==> src/rtl/spi_response_framer_pkg.sv <==
// Shared types and constants for the SPI response framer: serializer states, frame layout
// and the per-pair FIFO entry.
package spi_response_framer_pkg;

  typedef enum logic [2:0] {
    StIdle = 3'd0,
    StHdr  = 3'd1,
    StTag  = 3'd2,
    StB0   = 3'd3,
    StB1   = 3'd4,
    StCsum = 3'd5
  } frame_state_e;

  localparam logic [7:0]  HEADER_DEFAULT = 8'hA5;
  localparam int unsigned FRAME_LEN      = 5;
  localparam int unsigned TAG_W          = 3;
  localparam int unsigned ENTRY_W        = TAG_W + 16;

  typedef struct packed {
    logic [TAG_W-1:0] tag;
    logic [7:0]       b0;
    logic [7:0]       b1;
  } pair_entry_t;

  function automatic logic [7:0] frame_checksum(logic [7:0] hdr, pair_entry_t e);
    return hdr ^ {5'b0, e.tag} ^ e.b0 ^ e.b1;
  endfunction

endpackage

==> src/rtl/resp_pair_fifo.sv <==
// Synchronous FIFO of response pairs; an extra pointer MSB separates full from empty.
module resp_pair_fifo #(
  parameter int unsigned Depth = 4,
  parameter int unsigned Width = 19
) (
  input  logic                       clk,
  input  logic                       rst_n,
  input  logic                       push,
  input  logic [Width-1:0]           wdata,
  input  logic                       pop,
  output logic [Width-1:0]           rdata,
  output logic                       empty,
  output logic                       full,
  output logic [$clog2(Depth+1)-1:0] count
);

  localparam int unsigned PtrW = $clog2(Depth) + 1;
  localparam int unsigned CntW = $clog2(Depth + 1);

  logic [PtrW-1:0]  wr_ptr_q, rd_ptr_q;
  logic [PtrW-1:0]  fill;
  logic [Width-1:0] mem_q [Depth];
  logic             wr_en, rd_en;

  assign empty = (wr_ptr_q == rd_ptr_q);
  assign full  = (wr_ptr_q[PtrW-1] != rd_ptr_q[PtrW-1]) &&
                 (wr_ptr_q[PtrW-2:0] == rd_ptr_q[PtrW-2:0]);

  // A pop on the same edge frees the slot being written, so a full FIFO still takes the push.
  assign wr_en = push && (!full || pop);
  assign rd_en = pop && !empty;

  assign rdata = mem_q[rd_ptr_q[PtrW-2:0]];
  assign fill  = wr_ptr_q - rd_ptr_q;
  assign count = CntW'(fill);

  always_ff @(posedge clk) begin
    if (!rst_n) begin
      wr_ptr_q <= '0;
      rd_ptr_q <= '0;
    end else begin
      if (wr_en) wr_ptr_q <= wr_ptr_q + PtrW'(1);
      if (rd_en) rd_ptr_q <= rd_ptr_q + PtrW'(1);
    end
  end

  always_ff @(posedge clk) begin
    if (wr_en) mem_q[wr_ptr_q[PtrW-2:0]] <= wdata;
  end

endmodule

==> src/rtl/spi_response_framer.sv <==
// Pairs decoded response bytes with their command tag, queues them and emits each pair as
// a 5-byte checksummed frame on a valid/ready byte stream.
module spi_response_framer
  import spi_response_framer_pkg::*;
#(
  parameter int unsigned FIFO_DEPTH = 4,
  parameter logic [7:0]  HEADER     = HEADER_DEFAULT
) (
  input  logic                            clk,
  input  logic                            rst_n,
  input  logic [7:0]                      in_byte,
  input  logic                            in_valid,
  input  logic [2:0]                      in_tag,
  output logic [7:0]                      out_byte,
  output logic                            out_valid,
  input  logic                            out_ready,
  output logic                            overflow,
  output logic [$clog2(FIFO_DEPTH+1)-1:0] pending
);

  logic         idx_q;
  logic [7:0]   b0_q;
  logic [2:0]   tag_q;
  logic         overflow_q;
  logic         push, pop;
  logic         fifo_empty, fifo_full;
  logic [ENTRY_W-1:0] fifo_rdata;
  pair_entry_t  entry;
  pair_entry_t  frame_q;
  frame_state_e state_q, state_d;

  assign entry    = '{tag: tag_q, b0: b0_q, b1: in_byte};
  assign push     = in_valid && idx_q && (!fifo_full || pop);
  assign overflow = overflow_q;

  // Assembler runs regardless of serializer state; a dropped pair still realigns idx.
  always_ff @(posedge clk) begin
    if (!rst_n) begin
      idx_q      <= 1'b0;
      b0_q       <= '0;
      tag_q      <= '0;
      overflow_q <= 1'b0;
    end else if (in_valid) begin
      if (!idx_q) begin
        b0_q  <= in_byte;
        tag_q <= in_tag;
        idx_q <= 1'b1;
      end else begin
        idx_q <= 1'b0;
        if (!push) overflow_q <= 1'b1;
      end
    end
  end

  resp_pair_fifo #(
    .Depth (FIFO_DEPTH),
    .Width (ENTRY_W)
  ) u_fifo (
    .clk   (clk),
    .rst_n (rst_n),
    .push  (push),
    .wdata (entry),
    .pop   (pop),
    .rdata (fifo_rdata),
    .empty (fifo_empty),
    .full  (fifo_full),
    .count (pending)
  );

  always_ff @(posedge clk) begin
    if (!rst_n) begin
      state_q <= StIdle;
      frame_q <= '0;
    end else begin
      state_q <= state_d;
      if (pop) frame_q <= pair_entry_t'(fifo_rdata);
    end
  end

  // out_valid is high in every non-idle state, so out_ready alone marks acceptance there.
  always_comb begin
    state_d = state_q;
    pop     = 1'b0;
    unique case (state_q)
      StIdle: begin
        if (!fifo_empty) begin
          pop     = 1'b1;
          state_d = StHdr;
        end
      end
      StHdr:  if (out_ready) state_d = StTag;
      StTag:  if (out_ready) state_d = StB0;
      StB0:   if (out_ready) state_d = StB1;
      StB1:   if (out_ready) state_d = StCsum;
      StCsum: begin
        if (out_ready) begin
          if (!fifo_empty) begin
            pop     = 1'b1;
            state_d = StHdr;
          end else begin
            state_d = StIdle;
          end
        end
      end
      default: state_d = StIdle;
    endcase
  end

  always_comb begin
    out_valid = (state_q != StIdle);
    out_byte  = 8'h00;
    unique case (state_q)
      StIdle:  out_byte = 8'h00;
      StHdr:   out_byte = HEADER;
      StTag:   out_byte = {5'b0, frame_q.tag};
      StB0:    out_byte = frame_q.b0;
      StB1:    out_byte = frame_q.b1;
      StCsum:  out_byte = frame_checksum(HEADER, frame_q);
      default: out_byte = 8'h00;
    endcase
  end

endmodule

==> config.mk <==
export PLATFORM = sky130hd
export DESIGN_NAME = spi_response_framer
export DESIGN_NICKNAME = d
export VERILOG_FILES = /design/src/rtl/spi_response_framer_pkg.sv /design/src/rtl/resp_pair_fifo.sv /design/src/rtl/spi_response_framer.sv
export SDC_FILE = /design/constraint.sdc
export NUM_CORES = 1
export LEC_CHECK = 0
export BUFFER_PORTS_ARGS = -buffer_cell sky130_fd_sc_hd__buf_2
export CAP_MARGIN = 20
export CORE_ASPECT_RATIO = 1.4
export CORE_UTILIZATION = 40
export DETAILED_ROUTE_END_ITERATION = 10
export SYNTH_ARGS = -nofsm -noshare
export SYNTH_HDL_FRONTEND = slang
export SYNTH_SLANG_ARGS = --single-unit
==> constraint.sdc <==
create_clock -name clk -period 2.5 [get_ports clk]
set_clock_uncertainty 0.05 [all_clocks]
set_input_delay 0.25 -clock clk [delete_from_list [all_inputs] [get_ports clk]]
set_output_delay 0.25 -clock clk [all_outputs]
set_load 0.02 [all_outputs]
After elaboration in Yosys (flattened, before gate mapping)
Memory sizes are Yosys's and may differ from the RTL's. A register that Yosys moved wholly into a read port is not among the register bits.
Cells that the tools add are included.
{"block": "word_totals", "register_bits": 22, "ramBits": 76, "inputBits": 15, "output_inout_bits": 13, "wordCells": 59, "memories": 1}
{"name": "u_fifo.mem_q", "words": 4, "word_bits": 19, "read_ports": 1, "rd_clocked_by_memory_dff": 1, "write_ports": 1, "line": "resp_pair_fifo.sv:22", "source": "logic [Width-1:0] mem_q [Depth];"}
{"block": "classes", "addsub": 3, "eq_ne": 14, "mux": 15, "n_bitwise": 5, "reduce_logical": 14}
{"cell": "$pmux 8 s5", "n": 1}
{"cell": "$mux 3", "n": 6}
{"cell": "$pmux 3 s6", "n": 1}
{"cell": "$xor 8x8->8", "n": 2}
{"cell": "$ne 2x2->1 const B", "n": 6}
{"cell": "$add 3x1->3 const B", "n": 2}
{"cell": "$eq 3x2->1 const B", "n": 2}
{"cell": "$eq 3x3->1 const B", "n": 2}
{"cell": "$mux 1", "n": 6}
{"cell": "$reduce_and 6->1", "n": 1}
{"cell": "$logic_and 1x1->1", "n": 5}
{"cell": "$not 2->4", "n": 1}
{"cell": "$eq 3x1->1 const B", "n": 1}
{"cell": "$eq 3x3->1", "n": 1}
{"cell": "$logic_not 1->1", "n": 3}
{"cell": "$logic_not 3->1", "n": 1}
{"cell": "$reduce_and 3->1", "n": 1}
{"cell": "$reduce_bool 3->1", "n": 1}
{"cell": "$sub 3x3->3", "n": 1}
{"cell": "$eq 2x2->1", "n": 1}
{"cell": "$not 1->1", "n": 2}
{"cell": "$pmux 1 s2", "n": 1}
{"cell": "$reduce_and 2->1", "n": 1}
{"cell": "$logic_or 1x1->1", "n": 1}
{"cell": "$ne 1x1->1", "n": 1}

Depth between registers and ports, before layout
{"block": "depth", "depth_word": 9, "depth_mapped": 8, "mapped_depth_nobuf": 6}

By module
From an unflattened synthesis, not the netlist that was laid out.
{"block": "unflattened", "cells_unflattened": 365, "hier_area_um2": 5029.8}
{"module": "resp_pair_fifo", "n_inst": 1, "cells_per_inst": 156, "area_each_um2": 3245.6, "seq_area_each_um2": 2442.3}
{"module": "spi_response_framer", "n_inst": 1, "cells_per_inst": 209, "area_each_um2": 1784.2, "seq_area_each_um2": 700.7}

Worst setup path before layout
OpenSTA, ideal clock, no wires.
{"block": "synth_timing", "path_kind": "register to register", "startpoint": "reg u_fifo.rd_ptr_q[1]", "endpoint": "mem u_fifo.mem_q[3][0], enable pin", "arrival_ns": 2.148, "t_required_ns": 2.072, "slack_ns": -0.075, "stages_incl_launch_ff": 7, "n_path_buf": 1, "synth_period_minus_slack_ns": 2.575, "path_cell_list": "dfxtp_1 > clkbuf_1 > inv_1 > ha_1 > and2_1 > a41oi_4 > and2_1"}
{"block": "synth_between", "elab_chain_cells": 9, "elab_cells_between_ends": 12, "cone_classes": "eq/ne: 2; mux: 5; reduce/logical: 5"}
{"element": "from (decl)", "line": "resp_pair_fifo.sv:20", "source": "logic [PtrW-1:0] wr_ptr_q, rd_ptr_q;"}
{"element": "from (signal assigned)", "line": "resp_pair_fifo.sv:43", "source": "if (rd_en) rd_ptr_q <= rd_ptr_q + PtrW'(1);"}
{"element": "$eq 3x3->1", "line": "resp_pair_fifo.sv:25", "source": "assign empty = (wr_ptr_q == rd_ptr_q);"}
{"element": "$mux 1", "line": "spi_response_framer.sv:86, spi_response_framer.sv:97"}
{"element": "$mux 1", "line": "spi_response_framer.sv:96", "source": "if (out_ready) begin"}
{"element": "$pmux 1 s2", "line": "spi_response_framer.sv:84", "source": "unique case (state_q)"}
{"element": "$logic_or 1x1->1 (*)", "line": "resp_pair_fifo.sv:30, spi_response_framer.sv:33"}
{"element": "$logic_and 1x1->1", "line": "spi_response_framer.sv:33", "source": "assign push = in_valid && idx_q && (!fifo_full || pop);"}
{"element": "$logic_and 1x1->1 (*)", "line": "resp_pair_fifo.sv:30", "source": "assign wr_en = push && (!full || pop);"}
{"element": "$mux 1 (*)", "line": "resp_pair_fifo.sv:48", "source": "if (wr_en) mem_q[wr_ptr_q[PtrW-2:0]] <= wdata;"}
{"element": "$mux 1 (implied by the code) (*)", "line": "resp_pair_fifo.sv:48"}
{"element": "to (decl)", "line": "resp_pair_fifo.sv:22"}
Mark *: on every way between the ends. The rest lies on a longest branch, timed or not.

Worst setup path after layout
{"block": "layout_timing", "startpoint": "reg state_q[1]", "endpoint": "out out_byte[3]"}
{"block": "layout_between", "elab_chain_cells": 2, "elab_cells_between_ends": 6, "cone_classes": "eq/ne: 5; mux: 1"}
{"element": "from (decl)", "line": "spi_response_framer.sv:30", "source": "frame_state_e state_q, state_d;"}
{"element": "from (signal assigned)", "line": "spi_response_framer.sv:72", "source": "state_q <= StIdle;"}
{"element": "from (signal assigned)", "line": "spi_response_framer.sv:75", "source": "state_q <= state_d;"}
{"element": "$eq 3x3->1 (tied with other cells)", "line": "spi_response_framer.sv:112", "source": "unique case (state_q)"}
{"element": "$pmux 8 s5 (*)", "line": "spi_response_framer.sv:112"}
{"element": "to (decl)", "line": "spi_response_framer.sv:14", "source": "output logic [7:0] out_byte,"}
Marks and branches as above.

==> flow_results.org <==
** Layout
- Compared with the post-synthesis result, the final layout area differs by 20.1%.
- After the last flow step, the layout net total stands at between 400 and 500.
- Count of inserted antenna diode cells :: 0
- Summing all flip-flop and latch instances after layout gives 3100 sq um.
- Layout Utilization :: 0.494
- In the final layout, the share of cells above drive strength 1 is 0.227.
- Post-layout instance count excluding filler cells :: ~550
- Combined area of the multi-input logic cells :: 1640 sq um
- The filler cells instantiated in the layout total slightly above 1000.

** Setup path
- CP cell instances :: nand2b_1 > o21ai_0 > a32o_1 > buf_2
- Worst r2r src :: u_fifo.wr_ptr_q[0]
- In this run the worst path has a maximum fanout of 18.
- In this run the critical register-to-register path is captured at u_fifo.mem_q[3][10].
- The slowest stage of the critical path belongs to the cell sky130_fd_sc_hd__dfxtp_1.
- Critical Path Sink Type :: primary output
- The worst register-to-register path has a depth of 6.
- The critical path starts at state_q[1].
- Critical Path AT :: about 1800 ps
- Broken down by cell family, the worst path's largest delay share belongs to flip-flops.
- Required time of the critical path :: 2200 ps
- The most critical setup path has its endpoint at out_byte[3].
- Register-to-register path setup slack :: 480 ps
- The critical path runs through a total of 4 cells.
- Nature of the critical path startpoint :: register
- In this design, the stage delay of the slowest critical-path cell is 650 ps.
- Crit path kind :: register to primary output
- The number of buffers and inverters on the critical path is 1.

** Detailed routing
- The first detailed-routing pass ran for 4 iterations.
- The final layout contains routed wiring with a total length of 8.59 mm.
- After detailed routing, the average wire length per cell comes to about 16 um.
- The detail route stage leaves a number of antenna-violating nets equal to 0.
- For this run, design rule violations remaining after detail routing come to 0.
- In this run, the number of DRC markers left after iteration 0 of detailed routing was roughly 120.
- For this block, the via count after detailed routing is 2783.
- Dividing the detail-routed via count by the number of cells gives 5.04.

** CTS
- Number of H-tree levels :: 4
- In this run, post-CTS hold repair placed 0 buffers.
- Clock Tree Root :: sky130_fd_sc_hd__clkbuf_16
- After clock tree synthesis, the repair step resized 0 gates.
- The number of clock buffers added by TritonCTS is 17.
- Clock slew at reported path FFs :: 50 ps
- After clock tree synthesis, the setup repair step added 0 buffers.
- Clock latency on the worst-skew pair, taken at its later pin, is 400 ps.
- The clock passes through at most 2 buffers.
- CTS saw 117 sinks.
- TritonCTS built the clock tree.

** STA
- Setup repair after global routing missed its margin :: no
- Final clock period utilization by the worst path :: 0.855
- Setup slack after layout :: 361 ps
- Pins over their slew limit :: 0
- The worst path needs between 2000 and 2500 ps of the cycle, external delays included.
- Derived from the worst setup path, the maximum achievable clock frequency is 468 MHz.
- Worst slew pin tran :: about 660 ps
- Headroom to the max-slew limit came out at 0.560.
- Aggregate negative setup slack :: 0 ps
- Setup violations remaining at the end of the flow were counted as 0.
- The hold violation total from the final report is 0.

** Pwr
- Power comes to about 5.7 mW.
- Maximum VDD drop :: 0.546 mV
- P per Cell Area :: 977 nW/um^2
- For this design the static power due to leakage is 2.06 nW.

** Placement
- Total half-perimeter wirelength after legalization and detailed placement :: 5.61 mm
- Timing analysis after detailed placement gives a worst setup slack of 475 ps.
- Number of buffer cells added on primary ports :: 27
- At the end of routability-driven placement, the weighted congestion stood at just over 0.7.
- Once placement completed, the tool counted placed cells totaling 520.

** Global route
- The initial antenna violation count came to 0.
- Entering global routing, the biggest net connects 44 pins.
- First-pass GRT wire length :: 14.4 mm
- GRT Util Overall :: 0.154
- Global routing finished with a remaining overflow of 0.
- Via count of the first global-routing pass :: 2802

** Logic synthesis
- The number of nets handed over by synthesis was 378.
- Top cell type by total area after synthesis :: sky130_fd_sc_hd__edfxtp_1
- The synthesized netlist occupies a cell area of between 4000 and 5000 sq um.
- Of the synthesized area, sequential elements account for 0.639.
- Gate count of the mapped netlist :: 355
- In the post-synthesis netlist, the biggest area contributors are sky130_fd_sc_hd__edfxtp_1, sky130_fd_sc_hd__dfxtp_1, sky130_fd_sc_hd__mux4_2.
- In this run, distinct cell masters in the synthesized netlist total 40.
- During synthesis, Yosys emitted a total of 0 warnings.
- Area share of the largest cell type after synthesis :: 0.470
- The synthesized design contains 117 register bits.
- Per-instance average area after synthesis :: 13.7 sq um
- Yosys instantiated no cell more often than sky130_fd_sc_hd__edfxtp_1.
- The most used flip-flop cell after synthesis is sky130_fd_sc_hd__edfxtp_1.
- In the synthesized netlist the async set-or-reset flop fraction comes to 0.
- Ranked by instance count, the synthesized netlist is headed by sky130_fd_sc_hd__edfxtp_1, sky130_fd_sc_hd__nand2_1, sky130_fd_sc_hd__dfxtp_1, sky130_fd_sc_hd__a21boi_1, sky130_fd_sc_hd__mux4_2.
- Yosys mapped a number of flops with a built-in enable equal to 76.

** Floorplanning
- From bottom edge to top edge, the die measures 132 um.
- Number of top-level design ports :: 28
- Row count :: 47
- The die covers 12600 sq um.
- Initial Utilization :: 0.411
- The die is 95.2 um wide.
- Core Box Area :: 11800 sq um

** Worst hold path
- In this run the most critical hold path is launched from in_byte[1].
- The tightest min-delay check is of the input port to register type.

** Status
- The flow ran to the end, and the final reports show no timing, DRC or antenna violations.

** Run
- Across the run, the number of max-cap violations was 0.
==> state kept, by name (all words and copies together) (netlist names) <==
signal and flops:
b0_q 8, frame_q 19, idx_q 1, overflow 1, state_q 3, tag_q 3, u_fifo.mem_q 76, u_fifo.rd_ptr_q 3
u_fifo.wr_ptr_q 3
==> per-stage QoR <==
step | instance area [sq um] | hold slack [ps]
after floorplan | 4860 | 299
after global placement | 5230 | 392
after detailed placement | 5230 | 403
after CTS | 5840 | 22.6
after global routing | 5840 | 30.2
final | 5840 | 35.3
==> cell families (layout without fill, tap and decap cells) <==
family / count (synthesis) / after routing / synth area share
XOR/XNOR: 10 / 10 / 0.0196
AO/OA/AOI/OAI: 70 / 70 / 0.110
adder cells (fa/ha/maj): 8 / 8 / 0.0221
flip-flops: 117 / 117 / 0.639
multiplexers: 20 / 20 / 0.0901
AND/OR/NAND/NOR: 102 / 102 / 0.0950
buffers and inverters: 28 / 78 / 0.0245
==> layer usage <==
metal  track usage  wire, um  share of wire  up-vias
met5             0         0              0        -
met4        0.0614       170          0.020        0
met3        0.0506       375          0.044       10
met2         0.247      4240           0.49       50
met1         0.188      3800           0.44     1347
li1              -         -              -     1376
==> power breakdown <==
group / leakage [nW] / internal, mW / switching, mW / total, mW
combinational: 0.728 / 0.400 / 0.520 / 0.920
sequential: 1.03 / 2.20 / 0.124 / 2.32
clock: 0.302 / 1.68 / 0.778 / 2.46
total: 2.06 / 4.28 / 1.42 / 5.70
==> final cells by class <==
type                            instances  share of cell area
Clock buffer                           21              0.0772
Clock inverter                         11              0.0270
Inverter                                8             0.00515
Multi-Input combinational cell        210               0.282
Sequential cell                       117               0.532
Tap cell                              147              0.0315
Timing Repair Buffer                   38              0.0459
==> worst min-delay path by stage <==
stage	cells after the start	slack (ps)	endpoint
final	1	40	u_fifo.mem_q[2][1]
after global routing	1	30	u_fifo.mem_q[1][3]
after CTS	1	20	u_fifo.mem_q[2][1]
after detailed placement	1	400	overflow
after global placement	1	390	overflow
after floorplan	0	300	u_fifo.mem_q[0][0]
==> cells in the final DEF (no fill, tap or decap), types with 3 or more instances in the layout <==
cell type                   count
sky130_fd_sc_hd__bufinv_16      4
sky130_fd_sc_hd__nor2_1         5
sky130_fd_sc_hd__and2_2         4
sky130_fd_sc_hd__buf_4          7
sky130_fd_sc_hd__clkbuf_1       3
sky130_fd_sc_hd__nor2b_1        5
sky130_fd_sc_hd__buf_12         4
sky130_fd_sc_hd__o21ai_0        9
sky130_fd_sc_hd__o2bb2ai_1      3
sky130_fd_sc_hd__a21boi_1      20
sky130_fd_sc_hd__and2_1         4
sky130_fd_sc_hd__clkinv_2       5
sky130_fd_sc_hd__dfxtp_1       41
sky130_fd_sc_hd__nand2_1       68
sky130_fd_sc_hd__o21a_1         4
sky130_fd_sc_hd__a21boi_0      13
sky130_fd_sc_hd__ha_1           7
sky130_fd_sc_hd__a21oi_1        5
sky130_fd_sc_hd__clkbuf_16     17
sky130_fd_sc_hd__buf_2         27
sky130_fd_sc_hd__mux4_2        19
sky130_fd_sc_hd__nor3b_1        3
sky130_fd_sc_hd__inv_1          8
sky130_fd_sc_hd__edfxtp_1      76
sky130_fd_sc_hd__nand2b_1       6
sky130_fd_sc_hd__a32o_1         5
sky130_fd_sc_hd__xnor2_1        7
==> worst reg2reg max path: stages (launching register included) <==
cell                      delay, ps
sky130_fd_sc_hd__dfxtp_1        360
sky130_fd_sc_hd__inv_1          110
sky130_fd_sc_hd__ha_1           310
sky130_fd_sc_hd__and2_1         180
sky130_fd_sc_hd__a41oi_4        310
sky130_fd_sc_hd__and2_2         220
sky130_fd_sc_hd__buf_12         170
Note: power is estimated with default switching activity, not from simulation.
